`src/rtl/ahb_perf_pkg.sv`:
```
// Shared types and constants for the AHB performance timer: FSM states,
// register offsets, CTRL bit positions and the 7-segment code table.
package ahb_perf_pkg;

  typedef enum logic [1:0] {
    IDLE     = 2'd0,
    RUNNING  = 2'd1,
    FINISHED = 2'd2
  } state_e;

  localparam logic [2:0] REG_CTRL   = 3'd0;
  localparam logic [2:0] REG_DONE   = 3'd1;
  localparam logic [2:0] REG_STATUS = 3'd2;
  localparam logic [2:0] REG_TIME   = 3'd3;
  localparam logic [2:0] REG_LAP    = 3'd4;
  localparam logic [2:0] REG_PIXEL  = 3'd5;

  localparam int CTRL_START = 0;
  localparam int CTRL_STOP  = 1;
  localparam int CTRL_CLEAR = 2;

  localparam logic [1:0] HTRANS_IDLE = 2'b00;

  // Active-low segment codes, entry [d] is the code for decimal digit d.
  localparam logic [9:0][6:0] SEG_TABLE = {
    7'h10, 7'h00, 7'h78, 7'h02, 7'h12, 7'h19, 7'h30, 7'h24, 7'h79, 7'h40
  };
  localparam logic [6:0] SEG_INVALID = 7'h01;

  function automatic logic [31:0] pack_time(logic [3:0] ds, logic [5:0] sec, logic [3:0] mins);
    return {12'd0, mins, 2'd0, sec, 4'd0, ds};
  endfunction

endpackage

```
`src/rtl/ahb_perf_timer_if.sv`:
```
// AHB-Lite slave-side bus bundle for the performance timer.
interface ahb_perf_timer_if;
  logic [31:0] HADDR;
  logic [31:0] HWDATA;
  logic [2:0]  HSIZE;
  logic [1:0]  HTRANS;
  logic        HWRITE;
  logic        HREADY;
  logic        HSEL;
  logic [31:0] HRDATA;
  logic        HREADYOUT;

  modport slave (
    input  HADDR, HWDATA, HSIZE, HTRANS, HWRITE, HREADY, HSEL,
    output HRDATA, HREADYOUT
  );

  modport master (
    output HADDR, HWDATA, HSIZE, HTRANS, HWRITE, HREADY, HSEL,
    input  HRDATA, HREADYOUT
  );
endinterface

```
`src/rtl/perf_seg_digit.sv`:
```
// One 7-segment digit decoder: 0..9 map through the package table,
// anything larger shows the "invalid" pattern.
module perf_seg_digit
  import ahb_perf_pkg::*;
(
  input  logic [3:0] i_val,
  output logic [6:0] o_seg
);

  // NOTE: o_seg is given a value before the conditional so no latch is inferred.
  always_comb begin
    o_seg = SEG_INVALID;
    if (i_val <= 4'd9) o_seg = SEG_TABLE[i_val];
  end

endmodule

```
`src/rtl/ahb_perf_timer.sv`:
```
// AHB-Lite stopwatch timing NCORES completion reports, with 7-segment outputs.
// Optional LAP register is built only when PERF_TIMER_LAP_EN is defined.
module ahb_perf_timer
  import ahb_perf_pkg::*;
#(
  parameter int NCORES   = 4,
  parameter int PRESCALE = 5_000_000
) (
  input  logic             HCLK,
  input  logic             HRESET,
  ahb_perf_timer_if.slave  bus,
  output logic [6:0]       HEX0,
  output logic [6:0]       HEX1,
  output logic [6:0]       HEX2,
  output logic [6:0]       HEX3,
  output logic [6:0]       HEX4,
  output logic [6:0]       HEX5,
  output logic [6:0]       HEX6
);

  localparam int PW = (PRESCALE > 1) ? $clog2(PRESCALE) : 1;

  logic              r_acc_valid;
  logic              r_acc_write;
  logic [2:0]        r_acc_off;
  state_e            r_state;
  state_e            w_state_nxt;
  logic [PW-1:0]     r_pre;
  logic [3:0]        r_ds;
  logic [5:0]        r_sec;
  logic [3:0]        r_min;
  logic              r_ovf;
  logic [NCORES-1:0] r_done_mask;
  logic [3:0]        r_pixel;

  logic              w_wr;
  logic              w_rd;
  logic              w_start;
  logic              w_stop;
  logic              w_clear;
  logic              w_done_wr;
  logic [NCORES-1:0] w_done_bits;
  logic              w_enter_run;
  logic              w_running;
  logic              w_tick;
  logic [5:0]        w_done_count;
  logic [31:0]       w_time_word;
  logic [31:0]       w_status_word;
  logic [31:0]       w_lap_word;
  logic [3:0]        w_sec_ones;
  logic [3:0]        w_sec_tens;
  logic [3:0]        w_cnt_ones;
  logic [3:0]        w_cnt_tens;
  logic              w_unused;

  // NOTE: sequential state uses non-blocking assignments so every register
  // samples pre-edge values regardless of process ordering.
  always_ff @(posedge HCLK or posedge HRESET) begin
    if (HRESET) begin
      r_acc_valid <= 1'b0;
      r_acc_write <= 1'b0;
      r_acc_off   <= '0;
    end else begin
      r_acc_valid <= bus.HSEL && bus.HREADY && (bus.HTRANS != HTRANS_IDLE);
      r_acc_write <= bus.HWRITE;
      r_acc_off   <= bus.HADDR[4:2];
    end
  end

  assign w_wr        = r_acc_valid && r_acc_write;
  assign w_rd        = r_acc_valid && !r_acc_write;
  assign w_start     = w_wr && (r_acc_off == REG_CTRL) && bus.HWDATA[CTRL_START];
  assign w_stop      = w_wr && (r_acc_off == REG_CTRL) && bus.HWDATA[CTRL_STOP];
  assign w_clear     = w_wr && (r_acc_off == REG_CTRL) && bus.HWDATA[CTRL_CLEAR];
  assign w_running   = (r_state == RUNNING);
  assign w_done_wr   = w_wr && (r_acc_off == REG_DONE) && w_running;
  assign w_done_bits = bus.HWDATA[NCORES-1:0];
  assign w_tick      = w_running && (r_pre == PW'(PRESCALE - 1));

  always_ff @(posedge HCLK or posedge HRESET) begin
    if (HRESET) r_state <= IDLE;
    else        r_state <= w_state_nxt;
  end

  // Stop beats start; a full done_mask is judged on the registered value.
  always_comb begin
    w_state_nxt = r_state;
    w_enter_run = 1'b0;
    case (r_state)
      IDLE: begin
        if (w_start && !w_stop) begin
          w_state_nxt = RUNNING;
          w_enter_run = 1'b1;
        end
      end
      RUNNING: begin
        if (w_stop)             w_state_nxt = IDLE;
        else if (&r_done_mask)  w_state_nxt = FINISHED;
      end
      FINISHED: begin
        if (w_start && !w_stop) begin
          w_state_nxt = RUNNING;
          w_enter_run = 1'b1;
        end else if (w_clear) begin
          w_state_nxt = IDLE;
        end
      end
      default: w_state_nxt = IDLE;
    endcase
  end

  always_ff @(posedge HCLK or posedge HRESET) begin
    if (HRESET)           r_pre <= '0;
    else if (w_enter_run) r_pre <= '0;
    else if (w_running)   r_pre <= w_tick ? '0 : r_pre + PW'(1);
  end

  always_ff @(posedge HCLK or posedge HRESET) begin
    if (HRESET) begin
      r_ds  <= '0;
      r_sec <= '0;
      r_min <= '0;
      r_ovf <= 1'b0;
    end else if (w_enter_run || w_clear) begin
      r_ds  <= '0;
      r_sec <= '0;
      r_min <= '0;
      r_ovf <= 1'b0;
    end else if (w_tick) begin
      if (r_ds != 4'd9) begin
        r_ds <= r_ds + 4'd1;
      end else begin
        r_ds <= '0;
        if (r_sec != 6'd59) begin
          r_sec <= r_sec + 6'd1;
        end else begin
          r_sec <= '0;
          if (r_min != 4'd9) begin
            r_min <= r_min + 4'd1;
          end else begin
            r_min <= '0;
            r_ovf <= 1'b1;
          end
        end
      end
    end
  end

  always_ff @(posedge HCLK or posedge HRESET) begin
    if (HRESET)                        r_done_mask <= '0;
    else if (w_enter_run || w_clear)   r_done_mask <= '0;
    else if (w_done_wr)                r_done_mask <= r_done_mask | w_done_bits;
  end

  always_ff @(posedge HCLK or posedge HRESET) begin
    if (HRESET)                                   r_pixel <= '0;
    else if (w_wr && (r_acc_off == REG_PIXEL))    r_pixel <= bus.HWDATA[3:0];
  end

  assign w_time_word = pack_time(r_ds, r_sec, r_min);

`ifdef PERF_TIMER_LAP_EN
  logic [19:0]       r_lap;
  logic [NCORES-1:0] w_new_bits;

  assign w_new_bits = w_done_bits & ~r_done_mask;

  // Only a DONE write that adds a core snapshots the pre-tick time.
  always_ff @(posedge HCLK or posedge HRESET) begin
    if (HRESET)                          r_lap <= '0;
    else if (w_enter_run || w_clear)     r_lap <= '0;
    else if (w_done_wr && |w_new_bits)   r_lap <= w_time_word[19:0];
  end

  assign w_lap_word = {12'd0, r_lap};
`else
  assign w_lap_word = '0;
`endif

  always_comb begin
    w_done_count = '0;
    for (int i = 0; i < NCORES; i++) w_done_count = w_done_count + 6'(r_done_mask[i]);
  end

  assign w_status_word = {14'd0, r_state, 2'd0, w_done_count, 6'd0, r_ovf, w_running};

  always_comb begin
    bus.HRDATA = '0;
    if (w_rd) begin
      case (r_acc_off)
        REG_STATUS: bus.HRDATA = w_status_word;
        REG_TIME:   bus.HRDATA = w_time_word;
        REG_LAP:    bus.HRDATA = w_lap_word;
        REG_PIXEL:  bus.HRDATA = {28'd0, r_pixel};
        default:    bus.HRDATA = '0;
      endcase
    end
  end

  assign bus.HREADYOUT = 1'b1;

  assign w_sec_ones = 4'(r_sec % 6'd10);
  assign w_sec_tens = 4'(r_sec / 6'd10);
  assign w_cnt_ones = 4'(w_done_count % 6'd10);
  assign w_cnt_tens = 4'(w_done_count / 6'd10);

  perf_seg_digit u_hex0 (.i_val(r_ds),       .o_seg(HEX0));
  perf_seg_digit u_hex1 (.i_val(w_sec_ones), .o_seg(HEX1));
  perf_seg_digit u_hex2 (.i_val(w_sec_tens), .o_seg(HEX2));
  perf_seg_digit u_hex3 (.i_val(r_min),      .o_seg(HEX3));
  perf_seg_digit u_hex4 (.i_val(w_cnt_ones), .o_seg(HEX4));
  perf_seg_digit u_hex5 (.i_val(w_cnt_tens), .o_seg(HEX5));
  perf_seg_digit u_hex6 (.i_val(r_pixel),    .o_seg(HEX6));

  // Bus fields outside the word decode are intentionally ignored.
  assign w_unused = ^{bus.HSIZE, bus.HADDR, bus.HWDATA};

endmodule

```
`src/flat_wrapper.sv`:
```
// flat-port wrapper written by rule: the top's interface ports become plain ports
module ahb_perf_timer_flat import ahb_perf_pkg::*;
#(
  parameter int NCORES   = 4,
  parameter int PRESCALE = 5_000_000
)
  (HCLK, HRESET, HEX0, HEX1, HEX2, HEX3, HEX4, HEX5, HEX6, bus_HADDR, bus_HWDATA, bus_HSIZE, bus_HTRANS, bus_HWRITE, bus_HREADY, bus_HSEL, bus_HRDATA, bus_HREADYOUT);
  ahb_perf_timer_if bus_i ();
  input  logic HCLK;
  input  logic HRESET;
  output logic [6:0] HEX0;
  output logic [6:0] HEX1;
  output logic [6:0] HEX2;
  output logic [6:0] HEX3;
  output logic [6:0] HEX4;
  output logic [6:0] HEX5;
  output logic [6:0] HEX6;
  input wire logic [$bits(bus_i.HADDR)-1:0] bus_HADDR;
  input wire logic [$bits(bus_i.HWDATA)-1:0] bus_HWDATA;
  input wire logic [$bits(bus_i.HSIZE)-1:0] bus_HSIZE;
  input wire logic [$bits(bus_i.HTRANS)-1:0] bus_HTRANS;
  input wire logic [$bits(bus_i.HWRITE)-1:0] bus_HWRITE;
  input wire logic [$bits(bus_i.HREADY)-1:0] bus_HREADY;
  input wire logic [$bits(bus_i.HSEL)-1:0] bus_HSEL;
  output wire logic [$bits(bus_i.HRDATA)-1:0] bus_HRDATA;
  output wire logic [$bits(bus_i.HREADYOUT)-1:0] bus_HREADYOUT;
  assign bus_i.HADDR = bus_HADDR;
  assign bus_i.HWDATA = bus_HWDATA;
  assign bus_i.HSIZE = bus_HSIZE;
  assign bus_i.HTRANS = bus_HTRANS;
  assign bus_i.HWRITE = bus_HWRITE;
  assign bus_i.HREADY = bus_HREADY;
  assign bus_i.HSEL = bus_HSEL;
  assign bus_HRDATA = bus_i.HRDATA;
  assign bus_HREADYOUT = bus_i.HREADYOUT;
  ahb_perf_timer #(.NCORES(NCORES), .PRESCALE(PRESCALE)) u_core (.HCLK(HCLK), .HRESET(HRESET), .bus(bus_i), .HEX0(HEX0), .HEX1(HEX1), .HEX2(HEX2), .HEX3(HEX3), .HEX4(HEX4), .HEX5(HEX5), .HEX6(HEX6));
endmodule
```
`config.mk`:
```
export PLATFORM = sky130hd
export DESIGN_NAME = ahb_perf_timer_flat
export DESIGN_NICKNAME = d
export VERILOG_FILES = /design/src/rtl/ahb_perf_pkg.sv /design/src/rtl/ahb_perf_timer_if.sv /design/src/rtl/perf_seg_digit.sv /design/src/rtl/ahb_perf_timer.sv /design/src/flat_wrapper.sv
export SDC_FILE = /design/constraint.sdc
export NUM_CORES = 1
export LEC_CHECK = 0
export BUFFER_PORTS_ARGS = -buffer_cell sky130_fd_sc_hd__clkbuf_2
export CAP_MARGIN = 20
export CORE_ASPECT_RATIO = 1.75
export CORE_MARGIN = 4
export CORE_UTILIZATION = 47
export DETAILED_ROUTE_END_ITERATION = 8
export GPL_TIMING_DRIVEN = 1
export PLACE_DENSITY = 0.84
export SYNTH_ARGS = -nofsm -noshare
export SYNTH_HDL_FRONTEND = slang
export SYNTH_HIERARCHICAL = 1
export SYNTH_SLANG_ARGS = --single-unit
export TNS_END_PERCENT = 10
```
`constraint.sdc`:
```
create_clock -name HCLK -period 3 [get_ports HCLK]
set_input_delay 0.45 -clock HCLK [delete_from_list [all_inputs] [get_ports HCLK]]
set_output_delay 0.45 -clock HCLK [all_outputs]
set_load 0.02 [all_outputs]
```
Yosys cells after proc, flatten, opt, wreduce, memory -nomap -nowiden
Memories as Yosys holds them, arrays and structs flattened.
Cells that the tools add are included.
{"block": "word_totals", "wordCells": 134, "input_bits": 74, "romBits": 784, "regBits": 53, "out_inout_bits": 82, "mem_count": 7}
{"memory": "(name not given)", "depth": 16, "word_bits": 7, "read_ports": 1, "rd_ports_with_merged_regs": 0, "wr": 0, "line_no": "perf_seg_digit.sv:13", "source": "if (i_val <= 4'd9) o_seg = SEG_TABLE[i_val];"}
{"memory": "(name not given)", "depth": 16, "word_bits": 7, "read_ports": 1, "rd_ports_with_merged_regs": 0, "wr": 0, "line_no": "perf_seg_digit.sv:13"}
{"memory": "(name not given)", "depth": 16, "word_bits": 7, "read_ports": 1, "rd_ports_with_merged_regs": 0, "wr": 0, "line_no": "perf_seg_digit.sv:13"}
{"memory": "(name not given)", "depth": 16, "word_bits": 7, "read_ports": 1, "rd_ports_with_merged_regs": 0, "wr": 0, "line_no": "perf_seg_digit.sv:13"}
{"memory": "(name not given)", "depth": 16, "word_bits": 7, "read_ports": 1, "rd_ports_with_merged_regs": 0, "wr": 0, "line_no": "perf_seg_digit.sv:13"}
{"memory": "(name not given)", "depth": 16, "word_bits": 7, "read_ports": 1, "rd_ports_with_merged_regs": 0, "wr": 0, "line_no": "perf_seg_digit.sv:13"}
{"memory": "+1 memories"}
{"block": "classes", "mux": 46, "addsub": 7, "n_eq_ne": 16, "div_mod_pow": 4, "reduce_logical": 28, "order_cmp": 14, "n_bitwise": 1}
{"operator": "7-bit two-way mux", "n": 14}
{"operator": "23-bit two-way mux", "n": 3}
{"operator": "20-bit one-hot mux with 3 select lines", "n": 1}
{"operator": "4-bit two-way mux", "n": 10}
{"operator": "4-bit by 5-bit less-than comparator with 1-bit output, second input constant", "n": 7}
{"operator": "32-bit two-way mux", "n": 1}
{"operator": "4-bit less-or-equal comparator, second input constant", "n": 7}
{"operator": "6-bit two-way mux", "n": 4}
{"operator": "23-bit by 1-bit adder with 23-bit output, second input constant", "n": 1}
{"operator": "23-bit equality test, second input constant", "n": 1}
{"operator": "1-bit logical AND", "n": 13}
{"operator": "6-bit by 1-bit adder with 6-bit output", "n": 2}
{"operator": "6-bit by 4-bit divider with 6-bit output, second input constant", "n": 2}
{"operator": "6-bit by 4-bit remainder unit with 6-bit output, second input constant", "n": 2}
{"operator": "2-bit two-way mux", "n": 5}
{"operator": "4-bit by 1-bit adder with 4-bit output, second input constant", "n": 2}
{"operator": "2-bit by 1-bit != test with 1-bit output, second input constant", "n": 4}
{"operator": "4-bit != test, second input constant", "n": 2}
{"operator": "4-bit AND reduction", "n": 2}
{"operator": "2-bit nonzero test", "n": 4}
{"operator": "1-bit two-way mux", "n": 7}
{"operator": "6-bit by 1-bit adder with 6-bit output, second input constant", "n": 1}
{"operator": "3-bit by 2-bit equality test with 1-bit output, second input constant", "n": 2}
{"operator": "6-bit != test, second input constant", "n": 1}
{"operator": "other kinds (16)", "n": 18}

Depth between registers and ports, before layout
{"block": "depth", "word_depth": 10, "mapped_depth": 11, "ltp_nobuf": 9}

Modules after synthesis
The synthesis kept the hierarchy.
{"mod": "ahb_perf_timer", "cells_each": 384, "area_each_um2": 3363.2, "instances": 1, "seq_area_each_um2": 1326.3}
{"mod": "perf_seg_digit (u_core.u_hex0 ...)", "cells_each": 27, "area_each_um2": 185.2, "instances": 4, "seq_area_each_um2": 0.0}
{"mod": "perf_seg_digit (u_core.u_hex4 ...)", "cells_each": 24, "area_each_um2": 178.9, "instances": 3, "seq_area_each_um2": 0.0}

Worst setup path after synthesis
No wires, ideal clock.
{"block": "synth_timing", "kind": "reg-to-output", "start": "register u_core.r_sec[0]", "end": "output port HEX1[0]", "path_slack_ns": -0.176, "required_ns": 2.550, "path_stages_with_launch": 10, "t_arrival_ns": 2.726, "path_buffers": 0, "cell_sequence": "dfrtp_1 > inv_1 > ha_1 > a211o_1 > o21ai_0 > xnor2_1 > inv_1 > ha_1 > inv_1 > o311ai_0"}
{"block": "synth_via", "elab_chain_len": 4, "elab_cells_between_ends": 5, "cone_classes": "div (1); order compare (1); mux (2); memory (1)"}
{"item": "start, declared", "line_no": "ahb_perf_timer.sv:30", "source": "logic [5:0] r_sec;"}
{"item": "start signal, assigned", "line_no": "ahb_perf_timer.sv:135", "source": "r_sec <= r_sec + 6'd1;"}
{"item": "6-bit by 4-bit remainder unit with 6-bit output (*)", "line_no": "ahb_perf_timer.sv:202", "source": "assign w_sec_ones = 4'(r_sec % 6'd10);"}
{"item": "named net u_core.w_sec_ones[1]", "line_no": "ahb_perf_timer.sv:50", "source": "logic [3:0] w_sec_ones;"}
{"item": "memory read 16 x 7 bit"}
{"item": "7-bit two-way mux (implied by the code)", "line_no": "perf_seg_digit.sv:13"}
{"item": "7-bit two-way mux (*)", "line_no": "perf_seg_digit.sv:13"}
{"item": "end, declared", "line_no": "flat_wrapper.sv:12", "source": "output logic [6:0] HEX1;"}
The timed path passes the listed nets; every way through them passes the cells marked *. The select of a mux whose other input is x is not followed.

Worst setup path after layout
{"block": "layout_timing", "start": "register u_core.r_sec[3]", "end": "output port HEX1[4]"}
Same word-level chain as after synthesis.

==> flow_metrics.env <==
export IMPL_num_io_pins=156
export IMPL_grt_pass1_vias=4312
export IMPL_cp_data_arrival_time_ps=2630
export IMPL_ys_ff_latch=53
export IMPL_cp_required_ps=2550
export IMPL_dpl_worst_slack_ps=69.2
export IMPL_area_growth_pct=18.9
export IMPL_netlist_cell_type_count=60
export IMPL_grt_overflow_total=0
export IMPL_period_needed_ps=3080
export IMPL_ant_nets=0
export IMPL_vias_per_cell=5.58
export IMPL_cts_tree="built"
export IMPL_fin_ws_ps=-80.3
export IMPL_timing_fmax_ghz=0.325
export IMPL_slew_headroom=0.498
export IMPL_cap_violations=0
export IMPL_p_leak_nw=2.67
export IMPL_dieHeight_um=139
export IMPL_clk_path_buf_depth=2
export IMPL_cts_hold_buf=0
export IMPL_fp_row_count=47
export IMPL_cp_end_kind="primary output"
export IMPL_cts_sinks=53
export IMPL_hpwl_mm=8.88
export IMPL_antenna_found_initial=0
export IMPL_fin_nets=795
export IMPL_setup_violations=3
export IMPL_clk_pin_slew_ps=70
export IMPL_intPower_mw=1.93
export IMPL_final_hold_viol_count=0
export IMPL_syn_instance_count=564
export IMPL_yosysSeqAreaShare=0.286
export IMPL_switching_share=0.438
export IMPL_drt_iter0_drc=277
export IMPL_grt_pass1_wl_mm=19.4
export IMPL_irDropWorstVdd_mv=0.520
export IMPL_maxSlewViolCount=0
export IMPL_p_sw_mw=1.50
export IMPL_track_usage=0.198
export IMPL_min_path_type="in2reg"
export IMPL_wl_mm=11.8
export IMPL_start_util=0.487
export IMPL_power_mw=3.44
export IMPL_async_flop_share=1.00
export IMPL_seq_power_share=0.306
export IMPL_worst_pin_slew_ps=746
export IMPL_critPathLaunchType="flip-flop"
export IMPL_ys_top_cells_by_count="53 x dfrtp_1, 49 x nor2_1, 47 x ha_1, 47 x nand2_1, 44 x a21oi_1"
export IMPL_route_vias_total=4441
export IMPL_whs_ps=254
export IMPL_synth_area_top_cells="dfrtp_1 29%, ha_1 13%, a21oi_1 4.7%, nor2_1 4.0%, nand2_1 3.8%"
export IMPL_io_buffers=69
export IMPL_ctsHtreeMaxLevel=2
export IMPL_ys_warnings_count=6
export IMPL_cts_buffers=5
export IMPL_layout_drive_gt1_share=0.220
export IMPL_finalCritPeriodShare=1.03
export IMPL_grt_setup_unrepaired="yes"
export IMPL_synth_avg_cell_area_um2=8.23
export IMPL_drc=0
export IMPL_path_class="reg2out"
export IMPL_root_buffer="clkbuf_16"
export IMPL_violations="negative setup slack"
export IMPL_status="finished with violations"
export IMPL_firstDrtPassIters=7
export IMPL_synth_edf_count=0
export IMPL_pwr_share_clk=0.171
export IMPL_die_width_um=83.1
export IMPL_powerDensity_nw_per_um2=623
export IMPL_crit_fanout=5
export IMPL_synth_ff_type="dfrtp_1"
export IMPL_gp_routability_congestion=0.897
export IMPL_syn_area_um2=4640
export IMPL_synth_top_area_share=0.286
export IMPL_diodes=0
export IMPL_power_frac_comb=0.524
export IMPL_coreArea_um2=9530
export IMPL_clk_latency_ps=300
export IMPL_wl_per_cell_um=14.8
export IMPL_clock_skew_ps=8.41
export IMPL_die_area_um2=11600
export IMPL_yosys_area_top_type="dfrtp_1"
export IMPL_grt_max_degree=54
export IMPL_yosysMostFrequentCell="dfrtp_1"
area by class of cell:
class	count	area [µm²]
fillers	831	4010
repair buffers	94	562
clock buffers	5	125
well taps	122	153
multi-input cells	482	3190
inverters	37	139
flip-flops and latches	53	1330
clock inverters	3	22.5
routing by layer:
layer | wire, µm | up-vias | track usage
li1 | - | 2118 | -
met1 | 4190 | 2167 | 0.192
met2 | 6910 | 136 | 0.408
met3 | 475 | 20 | 0.0296
met4 | 213 | 0 | 0.0655
met5 | 0 | - | 0
worst paths after layout:
check	from	endpoint	slack (ps)	depth (start not counted)
min in group asynchronous	HRESET	u_core/r_pre[19]	300	3
worst max-delay path	u_core/r_sec[3]	HEX1[4]	-80	11
worst min-delay path	bus_HADDR[2]	u_core/r_acc_off[0]	250	1
max in group asynchronous	HRESET	u_core/r_sec[2]	2220	3
worst max register to register	u_core/r_pre[0]	u_core/r_min[3]	480	6
worst min register to register	u_core/r_pre[21]	u_core/r_pre[21]	520	1
power groups by stage:
stage / registers, mW / clock network, mW / logic (mW)
floorplan: 0.971 / 0 / 1.20
global placement: 1.04 / 0 / 1.47
CTS: 1.04 / 0.591 / 1.63
global route: 1.07 / 0.624 / 1.96
finish: 1.05 / 0.586 / 1.80
detailed placement: 1.05 / 0 / 1.55
per-stage QoR:
step	cell area, µm²	instances	TNS, ps	util
2_1_floorplan	4820	612	-4.25	-
3_5_place_dp	5210	781	0	0.547
5_1_grt	5520	796	-1050	0.579
4_1_cts	5450	794	-369	0.572
6_report	5520	796	-174	0.579
3_3_place_gp	5210	781	0	0.547
logic make-up after synthesis:
logic type,Yosys count,synth area share
DFF,53,0.286
and+or+nand+nor,237,0.282
other,2,0.00162
muxes,15,0.0334
xor gates and xnor gates,12,0.0226
AOI/OAI and AO/OA,120,0.161
buffers and inverters,77,0.0828
adders and majority gates,48,0.131
critical path, cell delays in order, from the launching register on:
cell	delay, ps
dfrtp_2	420
buf_6	130
nor2b_1	100
o21ai_1	60
a22o_1	230
xnor2_2	150
ha_2	180
nor2_2	90
xor2_1	200
or3b_4	410
a22o_1	190
clkbuf_8	150
repair_timing:
action,4_1_cts,5_1_grt
setup buffers,5,2
setup endpoints to repair,11,13
cloned,0,0
pin swaps,6,6
resized for setup,15,25
cell usage in the layout, fill, tap and decap left out, drive strengths merged, types with 2 or more instances in the layout:
cell	count
mux2	4
nor2	52
or2	15
nand4	11
xnor2	4
dfrtp	53
nor3	5
buf	34
a41oi	2
ha	47
nor3b	10
or4	4
nand2	47
nor4bb	2
nor2b	12
nor4	10
clkinvlp	3
a211o	5
conb	50
nand2b	24
and2	7
inv	37
xor2	8
clkbuf	65
o311ai	4
and3	10
nand3	16
or3b	6
a22oi	4
o31ai	2
mux2i	11
a31oi	10
o21a	4
o32ai	3
o21ai	27
or3	4
a22o	7
a21oi	45
registers in the layout, summed over array words and instances (netlist names):
signal and cells:
u_core/r_acc_off 3, u_core/r_pixel 4, u_core/r_state 2, u_core/r_acc_write 1, u_core/r_min 4, u_core/r_pre 23
u_core/r_sec 6, u_core/r_ds 4, u_core/r_done_mask 4, u_core/r_acc_valid 1, u_core/r_ovf 1
Power figures use the tool's default switching activity.
